--- src/rtl/pwm_meas.sv ---
// Pulse-width and period meter for an asynchronous PWM line.
// Reports 12-bit saturating high time and rising-to-rising period with one-cycle strobes.
module pwm_meas (
    input  logic        clk,
    input  logic        rst,
    input  logic        i_en,
    input  logic        i_pwm,
    output logic [11:0] o_width,
    output logic        o_wvalid,
    output logic        o_wovf,
    output logic [11:0] o_period,
    output logic        o_pvalid,
    output logic        o_povf,
    output logic        o_busy,
    output logic [1:0]  o_dbg_state
);

    typedef enum logic [1:0] {
        S_IDLE = 2'd0,
        S_ARM  = 2'd1,
        S_HIGH = 2'd2,
        S_LOW  = 2'd3
    } state_t;

    localparam logic [11:0] CNT_MAX = 12'hFFF;

    logic        r_sync1, r_sync2, r_prev;
    state_t      r_state, w_state_nxt;
    logic [11:0] r_hi_cnt, r_per_cnt, w_hi_nxt, w_per_nxt;
    logic        r_hi_ovf, r_per_ovf, w_hi_ovf_nxt, w_per_ovf_nxt;
    logic        w_rise, w_fall, w_wpub, w_ppub;
    logic [11:0] w_hi_inc, w_per_inc;
    logic        w_hi_sat, w_per_sat;

    // Publish stage: captures a finished measurement, then drives the outputs one edge later.
    logic        r_wpub, r_ppub, r_wdat_ovf, r_pdat_ovf;
    logic [11:0] r_wdat, r_pdat;
    logic [11:0] r_width, r_period;
    logic        r_wvalid, r_wovf, r_pvalid, r_povf;

    assign w_rise    = r_sync2 & ~r_prev;
    assign w_fall    = ~r_sync2 & r_prev;
    assign w_hi_sat  = (r_hi_cnt == CNT_MAX);
    assign w_per_sat = (r_per_cnt == CNT_MAX);
    assign w_hi_inc  = w_hi_sat ? r_hi_cnt : r_hi_cnt + 12'd1;
    assign w_per_inc = w_per_sat ? r_per_cnt : r_per_cnt + 12'd1;

    always_ff @(posedge clk) begin
        if (rst) begin
            r_sync1   <= 1'b0;
            r_sync2   <= 1'b0;
            r_prev    <= 1'b0;
            r_state   <= S_IDLE;
            r_hi_cnt  <= 12'd0;
            r_per_cnt <= 12'd0;
            r_hi_ovf  <= 1'b0;
            r_per_ovf <= 1'b0;
        end else begin
            r_sync1   <= i_pwm;
            r_sync2   <= r_sync1;
            r_prev    <= r_sync2;
            r_state   <= w_state_nxt;
            r_hi_cnt  <= w_hi_nxt;
            r_per_cnt <= w_per_nxt;
            r_hi_ovf  <= w_hi_ovf_nxt;
            r_per_ovf <= w_per_ovf_nxt;
        end
    end

    always_comb begin
        w_state_nxt   = r_state;
        w_hi_nxt      = r_hi_cnt;
        w_per_nxt     = r_per_cnt;
        w_hi_ovf_nxt  = r_hi_ovf;
        w_per_ovf_nxt = r_per_ovf;
        w_wpub        = 1'b0;
        w_ppub        = 1'b0;
        case (r_state)
            S_IDLE: begin
                w_hi_nxt      = 12'd0;
                w_per_nxt     = 12'd0;
                w_hi_ovf_nxt  = 1'b0;
                w_per_ovf_nxt = 1'b0;
                if (i_en) w_state_nxt = S_ARM;
            end
            S_ARM: begin
                if (w_rise) begin
                    w_hi_nxt      = 12'd1;
                    w_per_nxt     = 12'd1;
                    w_hi_ovf_nxt  = 1'b0;
                    w_per_ovf_nxt = 1'b0;
                    w_state_nxt   = S_HIGH;
                end
            end
            S_HIGH: begin
                if (w_fall) begin
                    w_wpub        = 1'b1;
                    w_per_nxt     = w_per_inc;
                    w_per_ovf_nxt = r_per_ovf | w_per_sat;
                    w_state_nxt   = S_LOW;
                end else if (r_sync2) begin
                    w_hi_nxt      = w_hi_inc;
                    w_hi_ovf_nxt  = r_hi_ovf | w_hi_sat;
                    w_per_nxt     = w_per_inc;
                    w_per_ovf_nxt = r_per_ovf | w_per_sat;
                end
            end
            S_LOW: begin
                if (w_rise) begin
                    w_ppub        = 1'b1;
                    w_hi_nxt      = 12'd1;
                    w_per_nxt     = 12'd1;
                    w_hi_ovf_nxt  = 1'b0;
                    w_per_ovf_nxt = 1'b0;
                    w_state_nxt   = S_HIGH;
                end else begin
                    w_per_nxt     = w_per_inc;
                    w_per_ovf_nxt = r_per_ovf | w_per_sat;
                end
            end
            default: w_state_nxt = S_IDLE;
        endcase
        // Disable discards any partial measurement without publishing it.
        if (!i_en) begin
            w_state_nxt = S_IDLE;
            w_wpub      = 1'b0;
            w_ppub      = 1'b0;
        end
    end

    always_ff @(posedge clk) begin
        if (rst) begin
            r_wpub     <= 1'b0;
            r_ppub     <= 1'b0;
            r_wdat     <= 12'd0;
            r_pdat     <= 12'd0;
            r_wdat_ovf <= 1'b0;
            r_pdat_ovf <= 1'b0;
            r_width    <= 12'd0;
            r_period   <= 12'd0;
            r_wvalid   <= 1'b0;
            r_pvalid   <= 1'b0;
            r_wovf     <= 1'b0;
            r_povf     <= 1'b0;
        end else begin
            r_wpub   <= w_wpub;
            r_ppub   <= w_ppub;
            r_wvalid <= r_wpub;
            r_pvalid <= r_ppub;
            if (w_wpub) begin
                r_wdat     <= r_hi_cnt;
                r_wdat_ovf <= r_hi_ovf;
            end
            if (w_ppub) begin
                r_pdat     <= r_per_cnt;
                r_pdat_ovf <= r_per_ovf;
            end
            if (r_wpub) begin
                r_width <= r_wdat;
                r_wovf  <= r_wdat_ovf;
            end
            if (r_ppub) begin
                r_period <= r_pdat;
                r_povf   <= r_pdat_ovf;
            end
        end
    end

    assign o_width     = r_width;
    assign o_wvalid    = r_wvalid;
    assign o_wovf      = r_wovf;
    assign o_period    = r_period;
    assign o_pvalid    = r_pvalid;
    assign o_povf      = r_povf;
    assign o_busy      = (r_state == S_HIGH) || (r_state == S_LOW);
    assign o_dbg_state = r_state;

endmodule

--- config.mk ---
export PLATFORM = sky130hd
export DESIGN_NAME = pwm_meas
export DESIGN_NICKNAME = d
export VERILOG_FILES = /design/src/rtl/pwm_meas.sv
export SDC_FILE = /design/constraint.sdc
export NUM_CORES = 1
export LEC_CHECK = 0
export BUFFER_PORTS_ARGS = -buffer_cell sky130_fd_sc_hd__buf_2
export CAP_MARGIN = 10
export CORE_MARGIN = 2
export CORE_UTILIZATION = 63
export DETAILED_ROUTE_END_ITERATION = 10
export PLACE_DENSITY_LB_ADDON = 0.3
export SLEW_MARGIN = 5
export SYNTH_ARGS = -nofsm -noshare
export SYNTH_HDL_FRONTEND = slang
export SYNTH_SLANG_ARGS = --single-unit
--- constraint.sdc ---
create_clock -name clk -period 4.1 [get_ports clk]
set_input_delay 0.82 -clock clk [delete_from_list [all_inputs] [get_ports clk]]
set_output_delay 0.82 -clock clk [all_outputs]
set_load 0.05 [all_outputs]
==> flow_metrics.tcl <==
set metrics [dict create \
    outcome "completed" \
    place_congestion 0.851 \
    finalSetupViolations 0 \
    dieArea_sq_um 6320 \
    cts_resized 0 \
    io_buffers 34 \
    hold_path_class "reg2reg" \
    postCtsSetupBuffers 0 \
    final_cell_mix "87 x dfxtp_1, 65 x nor2_1, 55 x mux2i_1, 34 x buf_2, 17 x a21oi_1" \
    end_kind "flip-flop" \
    synth-seq-cells 87 \
    num_io_pins 35 \
    overflow 0 \
    track_usage_pct 24.7 \
    core_area_sq_um 5510 \
    cts_buffers 9 \
    use_met2_pct 37.5 \
    ys.warnings.count 0 \
    dpl.hpwl_um 4930 \
    use_met1_pct 34.3 \
    grt_pass1_wl_um 12200 \
    synth_edf_count 0 \
    relSlewSlack_pct 20.2 \
    slowest_delay_ps 550 \
    drc 0 \
    clockBufferDepth 2 \
    final_common_cell "dfxtp_1" \
    ys_async_sr_fraction_pct 0 \
    tns_ps 0 \
    grt_setup_unrepaired "false" \
    setup_ws_ps 1700 \
    synth.avg_cell_area_sq_um 9.55 \
    grt_max_degree 44 \
    netlist_area_sq_um 3590 \
    die_y_um 79.5 \
    wl_per_cell_um 15.1 \
    vias 2842 \
    path_cells "nor4b_1 -> a21o_1 -> o21ai_1 -> o41ai_1" \
    max_freq_ghz 0.416 \
    postCtsHoldBufs 0 \
    worstSetupPathType "reg2reg" \
    startpoint_type "flip-flop" \
    start_util_pct 65.2 \
    antenna_found_initial 0 \
    cts_tree "done" \
    syn_to_final_growth_pct 9.55 \
    p_leak_nw 1.48 \
    yosysSeqAreaShare_pct 48.5 \
    hold_violations 0 \
    min_period_ps 2400 \
    max_slew.worst_pin.slew_ps 1190 \
    busiest_layer "met2" \
    path_max_fanout 16 \
    drv_slew 0 \
    irDropWorstVdd_v 0.000230 \
    synth_fp_nets 382 \
    drt_wl_total_um 7220 \
    clk_pin_slew_ps 90 \
    insertion_delay_ps 360 \
    ctsHtreeMaxLevel 3 \
    viasPerCell 5.96 \
    cts_sinks 87 \
    antenna_left 0 \
    grt_pass1_vias 2596 \
    crit_slowest_cell "dfxtp_1" \
    path_buf_inv 0 \
    path_delay_family "compound AO/OA/AOI/OAI gates" \
    finalCritPeriodShare_pct 58.6 \
    grt_util_met3_pct 6.33 \
    drt_iter0_drc 108 \
    synth_cell_types 50 \
    dp_worst_setup_slack_ps 1440 \
    dieWidth_um 79.5 \
    clock-root-buffer "clkbuf_8" \
    fin_skew_ps 7.11 \
    critPathArrivalTime_ps 2650 \
    drive_above_1_share_pct 14.1 \
    drtPass1Iterations 4 \
    dominantRegCellSynth "dfxtp_1" \
    nets 406 \
    netlist_instances 376 \
    crit_required_ps 4350 \
    max-cap-violations 0 \
    p_per_area_nw_per_um2 361 \
    antenna_cells 0 \
    rows 27 \
]
==> cells in the mapped netlist (2+ instances only) <==
master    count  share of area (%)
a211oi_1      4               0.84
a21oi_1      17                2.4
a31oi_1       3               0.52
and2_1        3               0.52
and3_1        3               0.52
and4_1        2               0.49
buf_1         3               0.31
buf_2         9                1.3
buf_4         2               0.42
clkbuf_1      9               0.94
dfxtp_1      87                 49
ha_1          2               0.70
inv_1         7               0.73
mux2i_1      55                 15
nand2_1      13                1.4
nand2b_1      4               0.70
nand3_1       8                1.1
nand4_1       5               0.87
nor2_1       65                6.8
nor2b_1      11                1.9
nor3_1        4               0.56
nor4_1        7                1.2
nor4b_1       2               0.49
o21a_1        2               0.42
o21ai_0       3               0.42
o21ai_1       2               0.28
o31ai_1      10                2.1
o41ai_1       3               0.73
or4_1        10                2.1
==> metal layers <==
metal | wire (um) | part of all wire, % | up-vias
li1 | - | - | 1409
met2 | 3180 | 44 | 69
met1 | 3550 | 49 | 1352
met3 | 371 | 5.1 | 12
met5 | 0 | 0 | -
met4 | 118 | 1.6 | 0
==> logic make-up after synthesis <==
group	count (synthesis)	synth area share (%)
DFF	87	48.5
muxes	55	15.3
xor gates and xnor gates	1	0.244
and+or+nand+nor	145	20.8
AOI/OAI and AO/OA	56	10.7
buffers and inverters	30	3.66
adders and majority gates	2	0.697
==> path summary, 6_finish.rpt <==
check	startpoint	end	slack [ps]	cells after the start
max	o_dbg_state[1]	r_per_cnt[2]	1700	4
min	r_sync1	r_sync2	450	1
max reg2reg	o_dbg_state[1]	r_per_cnt[2]	1700	4
min reg2reg	r_sync1	r_sync2	450	1
==> flip-flops by register name, indices dropped and copies added (netlist names) <==
register and flops:
o_dbg_state 2, o_period 12, o_povf 1, o_pvalid 1
o_width 12, o_wovf 1, o_wvalid 1, r_hi_cnt 12
r_hi_ovf 1, r_pdat 12, r_pdat_ovf 1, r_per_cnt 12
r_per_ovf 1, r_ppub 1, r_prev 1, r_sync1 1
r_sync2 1, r_wdat 12, r_wdat_ovf 1, r_wpub 1
==> final cells by class <==
| cell class | instances | area [sq um] |
|---|---|---|
| repair buffers | 36 | 185 |
| well taps | 72 | 90.1 |
| inverters | 7 | 26.3 |
| fillers | 410 | 1570 |
| multi-input cells | 259 | 1720 |
| flip-flops and latches | 87 | 1740 |
| clock inverters | 6 | 45.0 |
| clock buffers | 10 | 128 |
==> stage by stage <==
| step | cell area (sq um) | hold WS (ps) | instances | util (%) | total power, W |
|---|---|---|---|---|---|
| final | 3930 | 454 | 477 | 71.4 | 0.00142 |
| after global routing | 3930 | 492 | 477 | 71.4 | 0.00147 |
| after CTS | 3930 | 458 | 477 | 71.4 | 0.00143 |
| after detailed placement | 3760 | 441 | 461 | 68.3 | 0.000908 |
| after global placement | 3760 | 418 | 461 | 68.3 | 0.000907 |
| after floorplan | 3590 | 414 | 376 | - | 0.000899 |
==> power breakdown <==
group	leakage [nW]	internal, W	switching, W
registers	0.701	0.000846	0.00000453
clock network	0.0793	0.000223	0.000307
logic	0.699	0.00000858	0.0000290
total	1.48	0.00108	0.000341
(Power assumes the default switching activity.)
